$ cat src/rtl/lif_pkg.sv
// ============================================================================
// Package : lif_pkg
// Purpose : Types and default constants shared by the LIF neuron and the
//           spike_rate_decoder (FSM state enum, default widths/window size).
// Ports   : none (package)
// Options : none
// Revision: 1.0 - initial release
// ============================================================================
`default_nettype none

package lif_pkg;

  // Common rate / input-current width, shared with the neuron side.
  localparam int unsigned RATE_W = 8;

  // Defaults for the rate decoder parameters.
  localparam int unsigned WINDOW_LOG2_DEFAULT = 8;
  localparam int unsigned COUNT_W_DEFAULT     = RATE_W;
  localparam int unsigned ISI_W_DEFAULT       = 8;

  // Decoder FSM states.
  typedef enum logic [0:0] {
    IDLE  = 1'b0,
    COUNT = 1'b1
  } state_e;

endpackage

`default_nettype wire

$ cat src/rtl/sat_counter.sv
// ============================================================================
// Module  : sat_counter
// Purpose : Up-counter that sticks at its all-ones value. Exposes the value
//           the counter would take this cycle (increment applied, clear not
//           applied) so a caller can capture a count that includes the
//           current cycle's event on the same edge that clears the counter.
// Ports   : clk    - clock
//           rst_n  - asynchronous active-low reset
//           clr_i  - synchronous clear (wins over increment)
//           inc_i  - increment request
//           nxt_o  - saturated count including this cycle's increment
//           sat_o  - nxt_o is at the saturation value
// Options : none
// Revision: 1.0 - initial release
// ============================================================================
`default_nettype none

module sat_counter #(
  parameter int unsigned W = 8
) (
  input  logic         clk,
  input  logic         rst_n,
  input  logic         clr_i,
  input  logic         inc_i,
  output logic [W-1:0] nxt_o,
  output logic         sat_o
);

  localparam logic [W-1:0] CNT_MAX = '1;

  logic [W-1:0] cnt_q;
  logic [W-1:0] cnt_d;

  always_comb begin
    nxt_o = cnt_q;
    if (inc_i && (cnt_q != CNT_MAX)) begin
      nxt_o = cnt_q + W'(1);
    end
    cnt_d = clr_i ? '0 : nxt_o;
  end

  assign sat_o = (nxt_o == CNT_MAX);

  always_ff @(posedge clk or negedge rst_n) begin
    if (!rst_n) begin
      cnt_q <= '0;
    end else begin
      cnt_q <= cnt_d;
    end
  end

endmodule

`default_nettype wire

$ cat src/rtl/spike_rate_decoder.sv
// ============================================================================
// Module  : spike_rate_decoder
// Purpose : Converts a 1-bit spike train into a firing-rate sample by counting
//           spikes over fixed windows of 2**WINDOW_LOG2 cycles. Each finished
//           sample is offered on a valid/ready handshake; an unconsumed
//           sample that gets overwritten raises a sticky overrun flag.
// Ports   : clk, rst_n (async, active low)
//           ena        - enable; low returns the FSM to IDLE
//           spike      - spike input, one spike per high cycle
//           rate_ready - consumer ready
//           ovr_clr    - clear the sticky overrun flag
//           rate       - spike count of last completed window
//           rate_valid - rate holds an unconsumed sample
//           sat        - window that produced rate saturated
//           overrun    - sticky: unconsumed sample was overwritten
//           busy       - FSM is in COUNT
//           isi        - last inter-spike interval   (SPIKE_ISI_EN only)
//           isi_valid  - one-cycle pulse on isi update (SPIKE_ISI_EN only)
// Options : `define SPIKE_ISI_EN adds the inter-spike-interval measurement
//           (ISI_W parameter, isi/isi_valid ports).
// Revision: 1.0 - initial release
// ============================================================================
`default_nettype none

module spike_rate_decoder
  import lif_pkg::*;
#(
  parameter int unsigned WINDOW_LOG2 = WINDOW_LOG2_DEFAULT,
  parameter int unsigned COUNT_W     = COUNT_W_DEFAULT
`ifdef SPIKE_ISI_EN
  ,
  parameter int unsigned ISI_W       = ISI_W_DEFAULT
`endif
) (
  input  logic               clk,
  input  logic               rst_n,
  input  logic               ena,
  input  logic               spike,
  input  logic               rate_ready,
  input  logic               ovr_clr,
  output logic [COUNT_W-1:0] rate,
  output logic               rate_valid,
  output logic               sat,
  output logic               overrun,
  output logic               busy
`ifdef SPIKE_ISI_EN
  ,
  output logic [ISI_W-1:0]   isi,
  output logic               isi_valid
`endif
);

  localparam logic [WINDOW_LOG2-1:0] WIN_LAST = '1;

  // --------------------------------------------------------------------------
  // Enable register and FSM. The FSM acts on the registered enable, so the
  // first COUNT cycle starts one edge after ena is sampled high.
  // --------------------------------------------------------------------------
  logic   ena_q;
  state_e state_q;
  state_e state_d;
  logic   counting;

  always_comb begin
    state_d = state_q;
    case (state_q)
      IDLE:    if (ena_q)  state_d = COUNT;
      COUNT:   if (!ena_q) state_d = IDLE;
      default: state_d = IDLE;
    endcase
  end

  always_ff @(posedge clk or negedge rst_n) begin
    if (!rst_n) begin
      ena_q   <= 1'b0;
      state_q <= IDLE;
    end else begin
      ena_q   <= ena;
      state_q <= state_d;
    end
  end

  assign counting = (state_q == COUNT);
  assign busy     = counting;

  // --------------------------------------------------------------------------
  // Window counter: wraps naturally from all-ones to zero, so the next window
  // starts on the edge right after the terminal cycle.
  // --------------------------------------------------------------------------
  logic [WINDOW_LOG2-1:0] win_q;
  logic [WINDOW_LOG2-1:0] win_d;
  logic                   terminal;

  assign win_d    = counting ? (win_q + WINDOW_LOG2'(1)) : '0;
  assign terminal = counting && (win_q == WIN_LAST);

  always_ff @(posedge clk or negedge rst_n) begin
    if (!rst_n) begin
      win_q <= '0;
    end else begin
      win_q <= win_d;
    end
  end

  // --------------------------------------------------------------------------
  // Spike counter. Its next value already includes this cycle's spike, which
  // is what the terminal cycle captures.
  // --------------------------------------------------------------------------
  logic [COUNT_W-1:0] cnt_nxt;
  logic               cnt_sat;

  sat_counter #(
    .W (COUNT_W)
  ) u_spike_cnt (
    .clk   (clk),
    .rst_n (rst_n),
    .clr_i (!counting || terminal),
    .inc_i (counting && spike),
    .nxt_o (cnt_nxt),
    .sat_o (cnt_sat)
  );

  // --------------------------------------------------------------------------
  // Output sample register and handshake.
  // --------------------------------------------------------------------------
  logic [COUNT_W-1:0] rate_q;
  logic [COUNT_W-1:0] rate_d;
  logic               rate_valid_q;
  logic               rate_valid_d;
  logic               sat_q;
  logic               sat_d;
  logic               overrun_q;
  logic               overrun_d;

  always_comb begin
    rate_d       = rate_q;
    sat_d        = sat_q;
    rate_valid_d = rate_valid_q;
    overrun_d    = overrun_q;

    if (rate_valid_q && rate_ready) begin
      rate_valid_d = 1'b0;
    end
    if (ovr_clr) begin
      overrun_d = 1'b0;
    end
    if (terminal) begin
      rate_d       = cnt_nxt;
      sat_d        = cnt_sat;
      rate_valid_d = 1'b1;
      // Ordered after the clear so a same-edge overwrite keeps the flag set.
      if (rate_valid_q && !rate_ready) begin
        overrun_d = 1'b1;
      end
    end
  end

  always_ff @(posedge clk or negedge rst_n) begin
    if (!rst_n) begin
      rate_q       <= '0;
      sat_q        <= 1'b0;
      rate_valid_q <= 1'b0;
      overrun_q    <= 1'b0;
    end else begin
      rate_q       <= rate_d;
      sat_q        <= sat_d;
      rate_valid_q <= rate_valid_d;
      overrun_q    <= overrun_d;
    end
  end

  assign rate       = rate_q;
  assign sat        = sat_q;
  assign rate_valid = rate_valid_q;
  assign overrun    = overrun_q;

`ifdef SPIKE_ISI_EN
  // --------------------------------------------------------------------------
  // Inter-spike interval. The counter is cleared by each spike and counts
  // every COUNT cycle, so its incremented value in the cycle of the next
  // spike is the distance between the two spikes (adjacent spikes give 1).
  // --------------------------------------------------------------------------
  logic [ISI_W-1:0] isi_nxt;
  logic             isi_sat;
  logic [ISI_W-1:0] isi_q;
  logic [ISI_W-1:0] isi_d;
  logic             isi_valid_q;
  logic             isi_valid_d;
  logic             seen_q;
  logic             seen_d;

  sat_counter #(
    .W (ISI_W)
  ) u_isi_cnt (
    .clk   (clk),
    .rst_n (rst_n),
    .clr_i (!counting || spike),
    .inc_i (counting),
    .nxt_o (isi_nxt),
    .sat_o (isi_sat)
  );

  always_comb begin
    isi_d       = isi_q;
    seen_d      = seen_q;
    isi_valid_d = 1'b0;
    if (!counting) begin
      seen_d = 1'b0;
    end else if (spike) begin
      seen_d = 1'b1;
      // The first spike since entering COUNT only opens the interval.
      if (seen_q) begin
        isi_valid_d = 1'b1;
        isi_d       = isi_sat ? '1 : isi_nxt;
      end
    end
  end

  always_ff @(posedge clk or negedge rst_n) begin
    if (!rst_n) begin
      isi_q       <= '0;
      isi_valid_q <= 1'b0;
      seen_q      <= 1'b0;
    end else begin
      isi_q       <= isi_d;
      isi_valid_q <= isi_valid_d;
      seen_q      <= seen_d;
    end
  end

  assign isi       = isi_q;
  assign isi_valid = isi_valid_q;
`else
  // Interval measurement not built: no isi/isi_valid ports or logic.
`endif

endmodule

`default_nettype wire
$ cat config.mk
export PLATFORM = sky130hd
export DESIGN_NAME = spike_rate_decoder
export DESIGN_NICKNAME = d
export VERILOG_FILES = /design/src/rtl/lif_pkg.sv /design/src/rtl/sat_counter.sv /design/src/rtl/spike_rate_decoder.sv
export SDC_FILE = /design/constraint.sdc
export NUM_CORES = 1
export LEC_CHECK = 0
export ABC_CLOCK_PERIOD_IN_PS = 1850
export CORE_MARGIN = 2
export CORE_UTILIZATION = 48
export DETAILED_ROUTE_END_ITERATION = 10
export PLACE_DENSITY = 0.74
export SLEW_MARGIN = 20
export SYNTH_ARGS = -nofsm -noshare
export SYNTH_HDL_FRONTEND = slang
export SYNTH_SLANG_ARGS = --single-unit
$ cat constraint.sdc
create_clock -name clk -period 1.85 [get_ports clk]
set_input_delay 0.185 -clock clk [delete_from_list [all_inputs] [get_ports clk]]
set_output_delay 0.185 -clock clk [all_outputs]
set_load 0.05 [all_outputs]
==> results of run 1 <==
==> cells by family after synthesis <==
family | Yosys count | share of synthesized area [%]
and+or+nand+nor | 58 | 22.3
DFF | 29 | 54.5
AOI/OAI and AO/OA | 22 | 11.2
xor gates and xnor gates | 9 | 5.92
buffers and inverters | 4 | 1.22
muxes | 4 | 3.10
adders and majority gates | 2 | 1.88
==> worst max-delay path: stages (launching register included) <==
cell       delay [ps]
dfrtp_1           430
and4_4            240
a2111oi_2         350
nand2_1           110
xor2_1            180
o41ai_2           330
==> where the power goes <==
group	total (uW)	internal [uW]	switching [uW]
registers	651	643	7.51
clock network	432	220	212
logic	77.3	33.9	43.4
==> cell usage after synthesis (2+ instances only) <==
library cell / number / share of area [%]
nand3_1: 8 / 3.0
clkbuf_1: 2 / 0.56
or3_1: 2 / 0.94
o211ai_1: 3 / 1.7
nand4_1: 3 / 1.4
o21ai_0: 11 / 4.1
and2_1: 6 / 2.8
nand2_1: 19 / 5.4
a21boi_0: 2 / 1.1
nor2_1: 10 / 2.8
mux2i_1: 3 / 2.3
ha_1: 2 / 1.9
xnor2_1: 4 / 2.6
dfrtp_1: 29 / 54
xor2_1: 5 / 3.3
==> state kept, by name, indices dropped and copies added, names as in the netlist <==
name	flops
busy	1
ena_q	1
overrun	1
rate	8
rate_valid	1
sat	1
u_spike_cnt.cnt_q	8
win_q	8
==> per-layer routing <==
| layer | part of all wire [%] | vias up | GRT usage [%] |
|---|---|---|---|
| met2 | 48 | 24 | 29.2 |
| met5 | 0 | - | 0 |
| met3 | 5.4 | 6 | 7.37 |
| met1 | 45 | 502 | 21.1 |
| li1 | - | 506 | - |
| met4 | 1.4 | 0 | 6.12 |
==> stage by stage <==
stage	total power [uW]	util [%]	hold WS (ps)
final	1160	62.3	240
after global routing	1220	62.3	283
after CTS	1170	61.9	244
after detailed placement	740	59.3	337
after global placement	738	59.3	339
after floorplan	696	-	-111
==> area by class of cell <==
class / count / share of cell area, %
clock buffer: 7 / 3.89
inverter: 1 / 0.224
tap: 31 / 2.32
clock inverter: 1 / 0.299
sequential: 29 / 43.3
multi-input combinational: 95 / 35.9
timing repair buffer: 26 / 14.1
==> worst min-delay path by stage <==
stage               startpoint    endpoint  cells after the start
CTS                      rst_n     rate[5]                      2
finish                   rst_n         sat                      2
detailed placement       ena_q        busy                      0
global placement         ena_q        busy                      0
floorplan                rst_n        busy                      0
global route             rst_n  rate_valid                      2
==> reports/summary.log, run 1 <==
[layout] most frequent cells in the layout dfrtp_1, nand2_1, clkdlybuf4s50_1
[layout] flip-flop and latch area 726 sq um
[global_route] largest net degree at the start of global routing 30
[synthesis] share of synthesized area occupied by flip-flops and latches 54.5%
[synthesis] mean area per synthesized cell 10.4 sq um
[power_and_ir_drop] Pwr per Cell Area 693 mW/mm^2
[layout] final net count 166
[floorplanning] Core ar. 0.00269 sq mm
[worst_setup_path] highest fanout seen on the critical path 5
[timing] unrepaired setup endpoints after global routing no
[drt] number of DRC violations after detailed-routing iteration 0 42
[drt] WL final 2500 microns
[timing] transition time of the tightest slew-check pin 506 ps
[global_route] initial antenna violation count 0
[placed_design] weighted congestion at the end of routability-driven global placement 0.823
[clock_tree] hold_buf cts 0
[synthesis] Synth Net Count 136
[synthesis] most used flip-flop cell after synthesis dfrtp_1
[timing] share of the cycle needed by the critical path after routing 93.2%
[clock_tree] total of cells resized after clock tree synthesis 0
[power_and_ir_drop] Static Leak 0.000739 uW
[drt] router iterations before antenna repair 4
[worst_hold_path] path category of the worst min-delay check input pin to async pin
[synthesis] combined area of all synthesized cells 0.00133 sq mm
[power_and_ir_drop] IR Drop Worst-Case VDD 0.000656 V
[floorplanning] x dimension of the die 56.7 microns
[drt] post-detailed-route DRC marker count 0
[drt] vias after detailed routing 1038
[synthesis] count of mapped cells out of synthesis 128
[placed_design] HPWL after DPL 1800 microns
[clock_tree] number of levels the H-tree was split into 2
[synthesis] Synth async-reset ratio 100%
[worst_setup_path] required time reported for the critical path endpoint 2080 ps
[timing] Worst slew margin 66.2%
[clock_tree] CTS buffer count 5
[placed_design] Placed Area 0.00159 sq mm
[drt] Antenna Violating Nets Remaining 0
[timing] Fmax 0.580 GHz
[clock_tree] CTS Sinks 29
[timing] pins over their slew limit 0
[layout] post-synthesis to final-layout area growth 25.6%
[timing] setup violators final 0
[clock_tree] clock transition at the register clock pins on the worst setup and hold paths after CTS 90 ps
[synthesis] count of distinct cell types in the synthesized netlist 34
[synthesis] number of enable-type register cells in the synthesized netlist 0
[timing] final critical delay including setup and external delays 1720 ps
[layout] fraction of layout instances using a drive strength above 1 15.7%
[worst_setup_path] Setup crit start kind flip-flop
[global_route] global-route wire length before repair 4330 microns
[worst_setup_path] number of cells traversed by the worst register-to-register path 5
[global_route] global route total overflow 0
[worst_setup_path] r2r setup slk 130 ps
[global_route] overall track demand over capacity in global routing 17.8%
[timing] final hold violations 0
[placed_design] worst setup timing slack at the placement stage 18.0 ps
[placed_design] number of placed cells counting well taps 182
[clock_tree] clock tree from TritonCTS done
[floorplanning] Die Footprint 0.00321 sq mm
[worst_setup_path] origin of the worst setup path u_spike_cnt.cnt_q[6]
[drt] final routed wire length divided by cell count 13.1 microns
[floorplanning] die span in y 56.7 microns
[layout] post-route standard cell area excluding fillers 0.00167 sq mm
[timing] setup TNS 0 ps
[layout] fill cell instance count of the final layout 240
[global_route] via count of the first global-routing pass 1014
[floorplanning] Initial Utilization 49.6%
[timing] worst clock skew 6.20 ps
[worst_setup_path] data arrival time of the worst path 1960 ps
[layout] most frequent standard cell in the layout excluding fill and tap cells dfrtp_1
[run] count of max-cap constraint violations 0
[floorplanning] number of I/O pins 18
[layout] number of antenna diodes 0
[layout] multi-input logic area 601 sq um
[worst_setup_path] Worst Setup EP sat
[worst_setup_path] critical register-to-register path startpoint u_spike_cnt.cnt_q[6]
[floorplanning] standard-cell rows 19
[clock_tree] maximum buffer depth of the clock tree 2
[synthesis] warning count from the yosys run 0
[synthesis] post-synthesis register bit count 29
[timing] least setup slack across all paths after layout 126 ps
[placed_design] Port Buf Inserts 17
[clock_tree] clk root buf clkbuf_4
[worst_setup_path] nature of the critical path endpoint flip-flop
[clock_tree] insertion delay to the later sink of the worst-skew pair 320 ps
[status] outcome complete, no violations
[drt] DR vias/cell 5.46
[worst_setup_path] Reg2Reg Capture Point sat
[layout] Layout Cells excl Fill 190
[clock_tree] Setup Buffers After CTS 0
[worst_setup_path] category of the critical setup timing path flip-flop to flip-flop
(Power assumes the default switching activity.)
==> run 2, diff against run 1 <==
MAX_ROUTING_LAYER = met4   (was unset)
==> reports/summary.log, run 2 (synthesized netlist as in run 1, its figures left out) <==
[status] outcome complete, no violations
[power_and_ir_drop] proportion of power drawn by combinational gates 6.7% [about the same]
[power_and_ir_drop] Pwr per Cell Area 693 mW/mm^2 [about the same]
[worst_setup_path] data arrival time of the worst path 1960 ps [about the same]
[placed_design] Port Buf Inserts 17 [unchanged]
[power_and_ir_drop] total power 1160 uW [about the same]
[global_route] largest net degree at the start of global routing 30 [unchanged]
[global_route] global-route wire length before repair 4340 microns [+0.32%]
[timing] final hold violations 0 [unchanged]
[timing] unrepaired setup endpoints after global routing no
[drt] Antenna Violating Nets Remaining 0 [unchanged]
[global_route] global route total overflow 0 [unchanged]
[drt] number of DRC violations after detailed-routing iteration 0 38 [-9.5%]
[placed_design] HPWL after DPL 1800 microns [unchanged]
[timing] transition time of the tightest slew-check pin 506 ps [unchanged]
[global_route] initial antenna violation count 0 [unchanged]
[timing] setup TNS 0 ps [unchanged]
[clock_tree] total of cells resized after clock tree synthesis 0 [unchanged]
[layout] most frequent standard cell in the layout excluding fill and tap cells dfrtp_1
[global_route] overall track demand over capacity in global routing 18.4% [+0.55 points]
[worst_setup_path] required time reported for the critical path endpoint 2080 ps [about the same]
[drt] DR vias/cell 5.46 [about the same]
[clock_tree] number of levels the H-tree was split into 2 [unchanged]
[timing] Worst slew margin 66.2% [unchanged]
[power_and_ir_drop] portion of total power attributed to the clock network 37.2% [about the same]
[floorplanning] Die Footprint 0.00321 sq mm [unchanged]
[clock_tree] clk root buf clkbuf_4
[floorplanning] number of I/O pins 18 [unchanged]
[layout] final net count 166 [unchanged]
[clock_tree] hold_buf cts 0 [unchanged]
[power_and_ir_drop] Static Leak 0.000739 uW [unchanged]
[clock_tree] CTS buffer count 5 [unchanged]
[global_route] via count of the first global-routing pass 1012 [-0.20%]
[floorplanning] die span in y 56.7 microns [unchanged]
[worst_setup_path] Setup crit start kind flip-flop
[layout] number of antenna diodes 0 [unchanged]
[timing] worst clock skew 7.60 ps [+1.39 ps]
[timing] share of the cycle needed by the critical path after routing 93.5% [+0.33 points]
[clock_tree] clock tree from TritonCTS done
[power_and_ir_drop] sequential share of power 56.1% [about the same]
[run] count of max-cap constraint violations 0 [unchanged]
[worst_setup_path] cell type of the slowest stage on the worst timing path dfrtp_1
[drt] final routed wire length divided by cell count 13.1 microns [-0.16%]
[floorplanning] Initial Utilization 49.6% [unchanged]
[layout] most frequent cells in the layout dfrtp_1, nand2_1, clkdlybuf4s50_1
[clock_tree] maximum buffer depth of the clock tree 2 [unchanged]
[floorplanning] standard-cell rows 19 [unchanged]
[worst_setup_path] highest fanout seen on the critical path 5 [unchanged]
[worst_setup_path] CP peak stage delay 430 ps [about the same]
[worst_hold_path] path category of the worst min-delay check input pin to async pin
[layout] post-synthesis to final-layout area growth 25.6% [unchanged]
[worst_setup_path] category of the critical setup timing path flip-flop to flip-flop
[floorplanning] x dimension of the die 56.7 microns [unchanged]
[timing] setup violators final 0 [unchanged]
[layout] share of the core filled with cells in the final layout 62.3% [unchanged]
[timing] pins over their slew limit 0 [unchanged]
[timing] Fmax 0.578 GHz [-0.35%]
[power_and_ir_drop] P_sw 262 uW [about the same]
[placed_design] weighted congestion at the end of routability-driven global placement 0.835 [+1.5%]
[clock_tree] Setup Buffers After CTS 0 [unchanged]
[drt] vias after detailed routing 1037 [-0.096%]
[clock_tree] CTS Sinks 29 [unchanged]
[worst_setup_path] series of cell instances along the critical path and4_4 > a2111oi_2 > nand2_1 > xor2_1 > o41ai_2
[power_and_ir_drop] cell-internal power 897 uW [about the same]
[worst_setup_path] nature of the critical path endpoint flip-flop
[drt] router iterations before antenna repair 4 [unchanged]
[clock_tree] clock transition at the register clock pins on the worst setup and hold paths after CTS 90 ps [about the same]
[floorplanning] Core ar. 0.00269 sq mm [unchanged]
[timing] final critical delay including setup and external delays 1730 ps [+6.05 ps]
[drt] WL final 2490 microns [-0.16%]
[power_and_ir_drop] switching fraction of total power 22.6% [about the same]
[drt] post-detailed-route DRC marker count 0 [unchanged]
[clock_tree] insertion delay to the later sink of the worst-skew pair 320 ps [about the same]
[power_and_ir_drop] IR Drop Worst-Case VDD 0.000657 V [about the same]
[layout] fill cell instance count of the final layout 240 [unchanged]
[layout] fraction of layout instances using a drive strength above 1 15.7% [unchanged]
## run 2: cell counts in the layout (fill, tap and decap cells not counted)
No cell type changed its count.
## run 2: area by class of cell
class / count / area, sq um / share of cell area [%]
multi-input combinational: 95 / 601 / 35.9
sequential: 29 / 726 / 43.3
clock buffer: 7 / 65.1 / 3.89
inverter: 1 / 3.75 / 0.224
clock inverter: 1 / 5.00 / 0.299
timing repair buffer: 26 / 235 / 14.1
tap: 31 / 38.8 / 2.32
## run 2: path summary, 6_finish.rpt
check / startpoint / to / slack [ps] / cells after the start
max in group asynchronous: rst_n / ena_q / 1340 / 2
min: rst_n / sat / 240 / 2
min reg2reg: ena_q / busy / 350 / 0
min in group clk: ena / ena_q / 300 / 1
max reg2reg: u_spike_cnt.cnt_q[6] / sat / 120 / 5
max: u_spike_cnt.cnt_q[6] / sat / 120 / 5
## run 2: routing by layer
layer / up-vias / track usage [%] / routed length, microns
li1: 509 / - / -
met1: 498 / 21.4 / 1150
met2: 24 / 29.2 / 1180
met3: 6 / 7.14 / 128
met4: 0 / 6.12 / 34
met5: - / - / 0
## run 2: critical path, delay by kind of cell (launching register included)
family | cells | cell delay, ps
compound gates | 2 | 680
simple gates | 2 | 350
flops | 1 | 430
xor+xnor | 1 | 180
## run 2: power by group through the flow
stage	clock network (uW)	logic, uW	registers (uW)
global placement	0	74.5	663
detailed placement	0	76.3	664
finish	431	77.3	651
CTS	446	77.0	651
floorplan	0	27.5	669
global route	477	87.0	653
## run 2: metrics by stage
| stage | area, sq um | hold WS, ps | setup slack [ps] | cells |
|---|---|---|---|---|
| 2_1_floorplan | 1330 | -111 | 11.7 | 128 |
| 3_3_place_gp | 1590 | 339 | 91.4 | 182 |
| 3_5_place_dp | 1590 | 337 | 18.0 | 182 |
| 4_1_cts | 1660 | 244 | 60.4 | 190 |
| 5_1_grt | 1670 | 283 | 17.7 | 190 |
| 6_report | 1670 | 238 | 120 | 190 |
==> run 3, diff against run 2 <==
SKIP_LAST_GASP = 1   (was unset)
==> results of run 3 <==
No change in the layout: final DEF, timing and power equal those of run 2.
